### src/rtl/amba_axi4_lite_regfile_subordinate.sv
// AXI4-Lite subordinate backed by a small register file.
// The write path uses one holding register per channel (AW, W), so the two
// channels can arrive in either order. A write commits once both are held
// and no write response is pending. The read path answers in the same edge
// as the AR handshake and then holds R until the manager takes it.
module amba_axi4_lite_regfile_subordinate #(
  parameter int unsigned                  ADDRESS_WIDTH = 32,
  parameter int unsigned                  DATA_WIDTH    = 32,
  parameter int unsigned                  NUM_REGS      = 16,
  parameter logic [ADDRESS_WIDTH-1:0]     BASE_ADDR     = '0
) (
  input  logic                     ACLK,
  input  logic                     ARESETn,
  input  logic [ADDRESS_WIDTH-1:0] AWADDR,
  input  logic [2:0]               AWPROT,
  input  logic                     AWVALID,
  output logic                     AWREADY,
  input  logic [DATA_WIDTH-1:0]    WDATA,
  input  logic [DATA_WIDTH/8-1:0]  WSTRB,
  input  logic                     WVALID,
  output logic                     WREADY,
  output logic [1:0]               BRESP,
  output logic                     BVALID,
  input  logic                     BREADY,
  input  logic [ADDRESS_WIDTH-1:0] ARADDR,
  input  logic [2:0]               ARPROT,
  input  logic                     ARVALID,
  output logic                     ARREADY,
  output logic [DATA_WIDTH-1:0]    RDATA,
  output logic [1:0]               RRESP,
  output logic                     RVALID,
  input  logic                     RREADY
);

  localparam int unsigned STRB_WIDTH = DATA_WIDTH / 8;
  localparam int unsigned IDX_W      = $clog2(NUM_REGS);
  localparam int unsigned LANE_W     = $clog2(STRB_WIDTH);
  // Size of the decoded window in bytes.
  localparam logic [ADDRESS_WIDTH-1:0] SPAN = ADDRESS_WIDTH'(NUM_REGS * STRB_WIDTH);

  localparam logic [1:0] RESP_OKAY   = 2'b00;
  localparam logic [1:0] RESP_SLVERR = 2'b10;

  // Protection attributes are accepted but carry no meaning here.
  logic unused_prot;
  assign unused_prot = ^{AWPROT, ARPROT};

  // Reset-release tracking: no READY is offered until one clean edge has passed.
  logic rst_done_q;

  // Write-path state.
  logic                     aw_full_q, aw_full_d;
  logic [ADDRESS_WIDTH-1:0] aw_addr_q, aw_addr_d;
  logic                     w_full_q,  w_full_d;
  logic [DATA_WIDTH-1:0]    w_data_q,  w_data_d;
  logic [STRB_WIDTH-1:0]    w_strb_q,  w_strb_d;
  logic                     bvalid_q,  bvalid_d;
  logic [1:0]               bresp_q,   bresp_d;

  // Read-path state.
  logic                     rvalid_q,  rvalid_d;
  logic [DATA_WIDTH-1:0]    rdata_q,   rdata_d;
  logic [1:0]               rresp_q,   rresp_d;

  logic [DATA_WIDTH-1:0]    regs_q [NUM_REGS];

  // Address decode for the held write address and the live read address.
  logic [ADDRESS_WIDTH-1:0] wr_off, rd_off;
  logic                     wr_hit, rd_hit;
  logic [IDX_W-1:0]         wr_idx, rd_idx;

  assign wr_off = aw_addr_q - BASE_ADDR;
  assign rd_off = ARADDR - BASE_ADDR;
  assign wr_hit = (aw_addr_q >= BASE_ADDR) && (wr_off < SPAN);
  assign rd_hit = (ARADDR >= BASE_ADDR) && (rd_off < SPAN);
  assign wr_idx = wr_off[LANE_W +: IDX_W];
  assign rd_idx = rd_off[LANE_W +: IDX_W];

  // READYs depend only on internal flops.
  assign AWREADY = rst_done_q & ~aw_full_q;
  assign WREADY  = rst_done_q & ~w_full_q;
  assign ARREADY = rst_done_q & ~rvalid_q;

  assign BVALID = bvalid_q;
  assign BRESP  = bresp_q;
  assign RVALID = rvalid_q;
  assign RDATA  = rdata_q;
  assign RRESP  = rresp_q;

  logic aw_hs, w_hs, ar_hs, commit;
  assign aw_hs  = AWVALID & AWREADY;
  assign w_hs   = WVALID & WREADY;
  assign ar_hs  = ARVALID & ARREADY;
  // A write retires only when both halves are held and B is free.
  assign commit = aw_full_q & w_full_q & ~bvalid_q;

  // Write-path next state: capture AW/W, commit, and B handshake.
  always_comb begin
    aw_full_d = aw_full_q;
    aw_addr_d = aw_addr_q;
    w_full_d  = w_full_q;
    w_data_d  = w_data_q;
    w_strb_d  = w_strb_q;
    bvalid_d  = bvalid_q;
    bresp_d   = bresp_q;
    if (bvalid_q && BREADY) begin
      bvalid_d = 1'b0;
    end
    if (commit) begin
      aw_full_d = 1'b0;
      w_full_d  = 1'b0;
      bvalid_d  = 1'b1;
      bresp_d   = wr_hit ? RESP_OKAY : RESP_SLVERR;
    end
    // A handshake cannot coincide with commit: READY is low while a slot is full.
    if (aw_hs) begin
      aw_full_d = 1'b1;
      aw_addr_d = AWADDR;
    end
    if (w_hs) begin
      w_full_d = 1'b1;
      w_data_d = WDATA;
      w_strb_d = WSTRB;
    end
  end

  // Read-path next state: the response is formed on the AR handshake edge.
  always_comb begin
    rvalid_d = rvalid_q;
    rdata_d  = rdata_q;
    rresp_d  = rresp_q;
    if (rvalid_q && RREADY) begin
      rvalid_d = 1'b0;
    end
    if (ar_hs) begin
      rvalid_d = 1'b1;
      rdata_d  = rd_hit ? regs_q[rd_idx] : '0;
      rresp_d  = rd_hit ? RESP_OKAY : RESP_SLVERR;
    end
  end

  // Channel state registers; reset drops anything in flight.
  always_ff @(posedge ACLK or negedge ARESETn) begin
    if (!ARESETn) begin
      rst_done_q <= 1'b0;
      aw_full_q  <= 1'b0;
      aw_addr_q  <= '0;
      w_full_q   <= 1'b0;
      w_data_q   <= '0;
      w_strb_q   <= '0;
      bvalid_q   <= 1'b0;
      bresp_q    <= RESP_OKAY;
      rvalid_q   <= 1'b0;
      rdata_q    <= '0;
      rresp_q    <= RESP_OKAY;
    end else begin
      rst_done_q <= 1'b1;
      aw_full_q  <= aw_full_d;
      aw_addr_q  <= aw_addr_d;
      w_full_q   <= w_full_d;
      w_data_q   <= w_data_d;
      w_strb_q   <= w_strb_d;
      bvalid_q   <= bvalid_d;
      bresp_q    <= bresp_d;
      rvalid_q   <= rvalid_d;
      rdata_q    <= rdata_d;
      rresp_q    <= rresp_d;
    end
  end

  // One register per index; only strobed byte lanes change on a hitting commit.
  // A read on the same edge sees the old contents since both update together.
  for (genvar gi = 0; gi < NUM_REGS; gi++) begin : g_reg
    always_ff @(posedge ACLK or negedge ARESETn) begin
      if (!ARESETn) begin
        regs_q[gi] <= '0;
      end else if (commit && wr_hit && (wr_idx == IDX_W'(gi))) begin
        for (int b = 0; b < STRB_WIDTH; b++) begin
          if (w_strb_q[b]) begin
            regs_q[gi][b*8 +: 8] <= w_data_q[b*8 +: 8];
          end
        end
      end
    end
  end

endmodule

### config.mk
export PLATFORM = sky130hd
export DESIGN_NAME = amba_axi4_lite_regfile_subordinate
export DESIGN_NICKNAME = d
export VERILOG_FILES = /design/src/rtl/amba_axi4_lite_regfile_subordinate.sv
export SDC_FILE = /design/constraint.sdc
export NUM_CORES = 1
export LEC_CHECK = 0
export ABC_AREA = 1
export CORE_MARGIN = 2
export CORE_UTILIZATION = 43
export DETAILED_ROUTE_END_ITERATION = 10
export GPL_ROUTABILITY_DRIVEN = 0
export PLACE_DENSITY = 0.63
export SETUP_SLACK_MARGIN = 0.15
export SKIP_LAST_GASP = 1
export SLEW_MARGIN = 20
export SYNTH_ARGS = -nofsm -noshare
export SYNTH_HDL_FRONTEND = slang
export SYNTH_SLANG_ARGS = --single-unit
### constraint.sdc
create_clock -name ACLK -period 3.9 [get_ports ACLK]
set_input_delay 0.585 -clock ACLK [delete_from_list [all_inputs] [get_ports ACLK]]
set_output_delay 0.585 -clock ACLK [all_outputs]
set_load 0.01 [all_outputs]
### Word level (Yosys, flattened, before mapping)

Index checks and enable logic that the tools add are counted.

* order comparisons: 5
* eq/ne operators: 15
* multiplexer cells: 13
* bitwise operators: 13
* reduce and logical (&&, ||, !) cells: 90

Operator list (count)
* 32-bit binary-select mux with 4-bit select: 1
* 2-bit AND reduction: 64
* 32-bit 2-to-1 mux: 3
* 32-bit by 1-bit >= comparator with 1-bit output, second input constant: 2
* 32-bit by 7-bit < comparator with 1-bit output, second input constant: 2
* 4-bit equality test, second input constant: 8
* 1-bit logical AND: 21
* 4-bit by 3-bit equality test with 1-bit output, second input constant: 4
* 1-bit bitwise AND: 8
* 4-bit by 2-bit equality test with 1-bit output, second input constant: 2
* 2-bit nonzero test: 4
* 1-bit 2-to-1 mux: 7
* 5-bit >= comparator, second input constant: 1
* 4-bit NOT with 5-bit output: 1
* 4-bit by 1-bit equality test with 1-bit output, second input constant: 1
* 4-bit logical NOT: 1
* 2-bit 2-to-1 mux: 2
* 1-bit NOT: 4

* bits in registers: 621
* input bits: 113
* output and inout port bits: 41
* word-level logic and storage cells: 211

### Depth between registers and ports, before layout

Gate-level depths: netlist (run 1).

* word-level depth: 5
* depth in mapped cells: 10
* gate-level depth less buffers: 8

### Worst setup path after synthesis (run 1)

No wires, ideal clock.

* path kind: input to register
* from: input port ARADDR[2]
* to: register rdata_q[16], in the netlist RDATA[16]
* setup time: 0.066 ns
* arrival: 1.700 ns
* data required time: 3.834 ns
* path slack: 2.134 ns
* stages on the path: 10
* path buffers: 3
* cell sequence: buf_2 inv_1 clkbuf_1 clkbuf_1 nand2_1 nand3_1 nand3_1 nand3_1 nand3_1 nand2_1

* longest elaborated chain between the ends: 5
* elaborated cells between the ends (all ways): 8
* those cells by class: order compare (2); mux (4); bitwise (1); reduce/logical (1)

Ends and longest elaborated chain
* start: declaration: line 25 `input logic [ADDRESS_WIDTH-1:0] ARADDR,`
* parallel branches: the longest is 4 deep, another holds 32-bit by 1-bit >= comparator with 1-bit output
* 32-bit 2-to-1 mux (*): line 137 `rdata_d = rd_hit ? regs_q[rd_idx] : '0;`
* end signal: assignment: line 166 `rdata_q <= rdata_d;`
* end: declaration: line 62 `logic [DATA_WIDTH-1:0] rdata_q, rdata_d;`

Every way passes the cells marked *. The select of a mux whose other input is x is not followed.
A chain may end at the register's enable or synchronous reset.

### Final worst setup path (run 1)

* from: register bvalid_q, in the netlist BVALID
* to: register regs_q[253] (netlist name)

* longest elaborated chain between the ends: 5

Ends and longest elaborated chain
* start: declaration: line 57 `logic bvalid_q, bvalid_d;`
* start signal: assignment: line 163 `bvalid_q <= bvalid_d;`
* 1-bit NOT: line 95 `assign commit = aw_full_q & w_full_q & ~bvalid_q;`
* 1-bit bitwise AND: line 95
* 1-bit logical AND (2 in a row): line 177 `end else if (commit && wr_hit && (wr_idx == IDX_W'(gi))) begin`
* 2-bit AND reduction (no line)
* end signal: indexed assignment: line 180 `regs_q[gi][b*8 +: 8] <= w_data_q[b*8 +: 8];`
* end: declaration: line 65 `logic [DATA_WIDTH-1:0] regs_q [NUM_REGS];`

Every way passes these cells.

==> results of run 1 <==
cell type report:
| class | count | area, um^2 | area share |
|---|---|---|---|
| sequential | 617 | 15500 | 0.448 |
| multi-input combinational | 2819 | 13200 | 0.382 |
| timing repair buffer | 239 | 2360 | 0.0684 |
| clock buffer | 110 | 2130 | 0.0619 |
| tap | 931 | 1160 | 0.0338 |
| clock inverter | 13 | 140 | 0.00406 |
| inverter | 13 | 58.8 | 0.00171 |
power by group through the flow:
stage / registers [mW] / logic (mW) / clock network [mW]
6_report: 8.65 / 2.85 / 6.60
5_1_grt: 8.68 / 3.04 / 6.94
4_1_cts: 8.56 / 2.83 / 6.67
3_5_place_dp: 8.68 / 2.82 / 0
3_3_place_gp: 8.68 / 2.81 / 0
2_1_floorplan: 6.98 / 2.59 / 0
synthesized netlist by cell type, drive strengths merged:
cell / n
nand2: 1629
dfrtp: 617
nand3: 546
nand4: 512
clkbuf: 245
buf: 113
mux2: 62
nor2: 57
inv: 13
a21oi: 6
conb: 2
o21ai: 2
and3: 1
or2: 1
metrics by stage:
| step | setup WS (ns) | area [um^2] | power, mW | util | instances |
|---|---|---|---|---|---|
| 5_1_grt | 0.969 | 34500 | 18.7 | 0.500 | 4742 |
| 2_1_floorplan | 2.13 | 30100 | 9.57 | - | 3807 |
| 3_5_place_dp | 1.15 | 32200 | 11.5 | 0.467 | 4618 |
| 3_3_place_gp | 1.16 | 32200 | 11.5 | 0.467 | 4618 |
| 4_1_cts | 1.19 | 34500 | 18.1 | 0.500 | 4742 |
| 6_report | 1.19 | 34500 | 18.1 | 0.500 | 4742 |
placed cells by master (no fill, tap or decap), types with 2 or more instances in the layout:
master           Yosys  final
nor2_1              56     39
inv_6                0      3
nor2_4               1     18
clkbuf_16            0     72
bufinv_16            0      2
buf_2               69      2
conb_1               2      3
buf_12               0     17
clkbuf_8             0     20
buf_4               10     81
nand3_1            545    545
nand4_1            512    512
clkbuf_1           245     19
nand2_1           1629   1627
inv_1               12     10
mux2_2              62     62
o21ai_0              2      2
dfrtp_1            617    613
dfrtp_4              0      4
clkinv_2             0      6
a21oi_1              6      6
nand2_2              0      2
clkdlybuf4s50_1      0    136
registers in the layout, summed over array words and instances (netlist names), 4 cells and up:
signal	cells
regs_q	512
RDATA	32
w_data_q	32
aw_addr_q	30
w_strb_q	4
layer usage:
metal | global-route usage | wire (um) | up-vias
met2 | 0.433 | 45300 | 1124
met3 | 0.0396 | 7370 | 174
met1 | 0.395 | 42700 | 13400
met4 | 0.106 | 3700 | 0
li1 | - | - | 12800
met5 | 0 | 0 | -
worst paths after layout:
check	startpoint	end	slack, ns	cells past startpoint
max	BVALID	regs_q[253]	1.19	9
min	regs_q[33]	regs_q[33]	0.47	2
max reg2reg	BVALID	regs_q[253]	1.19	9
min reg2reg	regs_q[33]	regs_q[33]	0.47	2
max in group asynchronous	ARESETn	regs_q[69]	2.26	3
min in group asynchronous	ARESETn	aw_addr_q[10]	0.57	2
kinds of logic (layout without fill, tap and decap cells):
family / Yosys count / count (layout) / share of synthesized area
simple gates: 2746 / 2746 / 0.409
flops: 617 / 617 / 0.513
buf+inv: 371 / 375 / 0.0534
mux: 62 / 62 / 0.0232
compound gates: 8 / 8 / 0.00133
other cells: 2 / 3 / 0.000250
repair_timing:
item | in CTS | in global routing
hold endpoints to repair | 28 | 0
hold buffers | 1 | 0
buffers inserted | 0 | 0
gates resized for setup | 0 | 0
critical path: cells and delay by family (launching register included):
family | cells | cell delay [ns]
simple gates | 7 | 1.68
buf+inv | 2 | 0.46
flops | 1 | 0.39
==> results.sh, run 1 <==
export IMPL_peakVddDrop_v=0.000526
export IMPL_rows=96
export IMPL_synth_area_leaders="dfrtp_1, nand2_1, nand4_1"
export IMPL_finalHoldViolCount=0
export IMPL_intPower_mw=11.5
export IMPL_cp_end_kind="flip-flop"
export IMPL_dpl_hpwl_um=58400
export IMPL_synth_cells=3806
export IMPL_worst_slew_pin_slew_ns=1.09
export IMPL_ys_ff_latch=617
export IMPL_netlist_area_um2=30100
export IMPL_nFillCells=6791
export IMPL_synth_cell_types=20
export IMPL_areaGrowthSynthToFinish_pct=14.6
export IMPL_yosysSeqAreaShare=0.513
export IMPL_clockBufferDepth=3
export IMPL_cts_inserted_buffers=69
export IMPL_cpMaxStageDelayCell="nor2_4"
export IMPL_antenna_found_initial=0
export IMPL_slew_viol_final=0
export IMPL_path_clk_slew_ns=0.06
export IMPL_dr_pass1_iters=6
export IMPL_grt_pass1_vias=25700
export IMPL_syn_area_per_cell_um2=7.90
export IMPL_slew_headroom=0.269
export IMPL_route_detailed_drc=0
export IMPL_htree_levels=3
export IMPL_hold_class="reg2reg"
export IMPL_drive_above_1_share=0.0777
export IMPL_nNetsFinal=3872
export IMPL_p_switching_mw=6.65
export IMPL_start_util=0.436
export IMPL_wirelength_um=99000
export IMPL_vias=27500
export IMPL_finalSetupTns_ns=0
export IMPL_critPathMaxFanout=75
export IMPL_slowest_delay_ns=0.63
export IMPL_antenna_cells=0
export IMPL_outcome="completed"
export IMPL_synth_warnings=0
export IMPL_worstPathRequired_ns=4.41
export IMPL_arrival_ns=3.21
export IMPL_clkPwrFrac=0.365
export IMPL_min_period_ns=2.71
export IMPL_core_area_um2=68900
export IMPL_insertion_delay_ns=0.62
export IMPL_cts_tree="done"
export IMPL_timing_final_crit_share=0.694
export IMPL_viasPerCell=5.79
export IMPL_synth_top_cell_by_area="dfrtp_1"
export IMPL_drtIter0Drc=3308
export IMPL_setup_viol=0
export IMPL_ios=154
export IMPL_grt_util_all_layers=0.278
export IMPL_root_buffer="clkbuf_16"
export IMPL_grt_ovfl_total=0
export IMPL_holdWs_ns=0.468
export IMPL_grt_max_degree=161
export IMPL_p_per_area_nw_per_um2=525
export IMPL_synth_top_area_share=0.513
export IMPL_leakagePower_nw=17.0
export IMPL_cp_start_kind="flip-flop"
export IMPL_path_common_cell="nand2_1"
export IMPL_rsz0062_at_grt="false"
export IMPL_chipWidth_um=268
export IMPL_io_buffers=141
export IMPL_die_area_um2=72100
export IMPL_drv_cap=0
export IMPL_pwr_share_comb=0.157
export IMPL_clock_skew_ns=0.0141
export IMPL_p_seq_frac=0.478
export IMPL_die_y_um=268
export IMPL_grt_pass1_wl_um=155000
export IMPL_cp_cell_sequence="inv_1 > nand3_2 > nor2_1 > nand2_1 > nor2_4 > buf_12 > nand3_1 > nand2_1 > nand2_1"
export IMPL_wire_per_inst_um=20.9
export IMPL_fmax_ghz=0.370
export IMPL_switching_share=0.367
export IMPL_cts_sinks=617
export IMPL_ant_nets=0
export IMPL_crit_type="reg2reg"
(Power assumes the default switching activity.)
==> run 2, diff against run 1 <==
- clock period: 3.9 -> 2.75 ns (I/O delays scaled with it)
==> run 2 against run 1 <==
Die area unchanged. Combinational power increased by 63%. Register-to-register slack worse by 0.86 ns. Cell area increased by 1.6%. First-iteration DRC count down 7.6%. Highest routed layer unchanged.
==> results.sh, run 2 (same netlist as run 1, synthesis figures left out) <==
export IMPL_grt_util_all_layers=0.279
export IMPL_worst_path_buf_inv=2
export IMPL_areaGrowthSynthToFinish_pct=16.4
export IMPL_peakVddDrop_v=0.000508
export IMPL_io_buffers=141
export IMPL_hold_class="in2async"
export IMPL_fin_cells=4798
export IMPL_final_cell_mix="nand2_1, dfrtp_1, nand3_1"
export IMPL_dr_pass1_iters=6
export IMPL_grt_pass1_vias=26200
export IMPL_clockBufferDepth=3
export IMPL_die_y_um=268
export IMPL_largest_register_ffs=512
export IMPL_critPathMaxFanout=3
export IMPL_post_cts_buffers=0
export IMPL_wirelength_um=99600
export IMPL_root_buffer="clkbuf_16"
export IMPL_holdWs_ns=0.331
export IMPL_placed_cells=4676
export IMPL_rsz0062_at_grt="false"
export IMPL_ios=154
export IMPL_cp_cell_sequence="inv_1 > nor2_1 > clkdlybuf4s50_1"
export IMPL_cp_top_family="buffers and inverters"
export IMPL_wire_per_inst_um=20.8
export IMPL_dpl_hpwl_um=61500
export IMPL_nFillCells=6730
export IMPL_grt_ovfl_total=0
export IMPL_reg2reg_slack_ns=0.33
export IMPL_nNetsFinal=3931
export IMPL_chipWidth_um=268
export IMPL_setup_viol=0
export IMPL_worst_slew_pin_slew_ns=1.11
export IMPL_die_area_um2=72100
export IMPL_drtIter0Drc=3056
export IMPL_outcome="completed"
export IMPL_cts_resized=0
export IMPL_arrival_ns=2.10
export IMPL_min_period_ns=2.51
export IMPL_slew_viol_final=0
export IMPL_start_util=0.436
export IMPL_clock_skew_ns=0.0199
export IMPL_ant_nets=0
export IMPL_worstPathRequired_ns=2.34
export IMPL_final_cell_area_um2=35000
export IMPL_viasPerCell=5.76
export IMPL_leakagePower_nw=17.3
export IMPL_final_common_cell="nand2_1"
export IMPL_cpMaxStageDelayCell="clkdlybuf4s50_1"
export IMPL_p_per_area_nw_per_um2=736
export IMPL_drv_cap=0
export IMPL_route_detailed_drc=0
export IMPL_timing_final_crit_share=0.913
export IMPL_crit_type="reg2out"
export IMPL_fmax_ghz=0.398
export IMPL_cp_start_kind="flip-flop"
export IMPL_finalSetupTns_ns=0
export IMPL_cts_tree="done"
export IMPL_rows=96
export IMPL_grt_max_degree=129
export IMPL_core_area_um2=68900
export IMPL_insertion_delay_ns=0.62
export IMPL_dpl_cell_area_um2=32800
export IMPL_slowest_delay_ns=0.63
export IMPL_path_clk_slew_ns=0.05
export IMPL_vias=27600
export IMPL_cts_inserted_buffers=70
export IMPL_finalHoldViolCount=0
export IMPL_drive_above_1_share=0.0910
export IMPL_regMostFlops="regs_q"
export IMPL_antenna_cells=0
export IMPL_cts_sinks=617
export IMPL_cp_end_kind="output port"
export IMPL_htree_levels=3
export IMPL_antenna_found_initial=0
export IMPL_grt_pass1_wl_um=156000
export IMPL_slew_headroom=0.258
-- run 2: cell types whose count changed in the layout (fill, tap and decap cells not counted) --
cell | previous run | this run
buf_12 | 17 | 31
buf_4 | 81 | 125
bufinv_16 | 2 | 0
clkbuf_1 | 19 | 18
clkbuf_16 | 72 | 73
clkbuf_8 | 20 | 17
clkinv_2 | 6 | 8
clkinv_8 | 1 | 0
clkinvlp_4 | 1 | 2
inv_6 | 3 | 4
nand2_1 | 1627 | 1628
nand2_2 | 2 | 1
-- run 2: final cells by class --
type	count	area, um^2	share of cell area
flip-flops and latches	617	15500	0.441
clock buffers	107	2110	0.0604
inverters	13	58.8	0.00168
well taps	931	1160	0.0333
clock inverters	14	90.1	0.00257
repair buffers	297	2970	0.0848
multi-input cells	2819	13200	0.376
-- run 2: through the flow --
stage | power [mW] | worst slack [ns] | utilization
after floorplan | 13.6 | 1.13 | -
after global placement | 16.6 | 0.349 | 0.476
after detailed placement | 16.6 | 0.337 | 0.476
after CTS | 25.7 | 0.212 | 0.508
after global routing | 26.6 | 0.155 | 0.508
final | 25.8 | 0.240 | 0.508
-- run 2: report_power, final --
| part | internal, mW | switching (mW) |
|---|---|---|
| clock | 5.29 | 3.84 |
| sequential | 9.57 | 2.42 |
| combinational | 1.37 | 3.28 |
-- run 2: worst paths after layout --
check                                  from            end  cells past startpoint
worst max-delay path             rst_done_q        ARREADY                      3
min in group ACLK                    RREADY         RVALID                      2
worst min register to register  regs_q[167]    regs_q[167]                      2
max in group asynchronous           ARESETn     regs_q[87]                      3
worst min-delay path                ARESETn  aw_addr_q[15]                      2
worst max register to register       BVALID    regs_q[504]                      9
-- run 2: routing by layer --
| layer | part of all wire | vias up | global-route usage |
|---|---|---|---|
| li1 | - | 12900 | - |
| met1 | 0.42 | 13300 | 0.387 |
| met2 | 0.47 | 1226 | 0.450 |
| met3 | 0.080 | 180 | 0.0373 |
| met4 | 0.036 | 0 | 0.101 |
| met5 | 0 | - | 0 |
-- run 2: repair_timing --
action | 4_1_cts | 5_1_grt
hold buffers | 1 | 0
hold endpoints to repair | 38 | 0
setup endpoints to repair | 0 | 8
==> run 3, diff against run 2 <==
- SLEW_MARGIN: 20 -> default
==> results of run 3 <==
The final DEF is identical to that of run 2; final timing and power are the same.
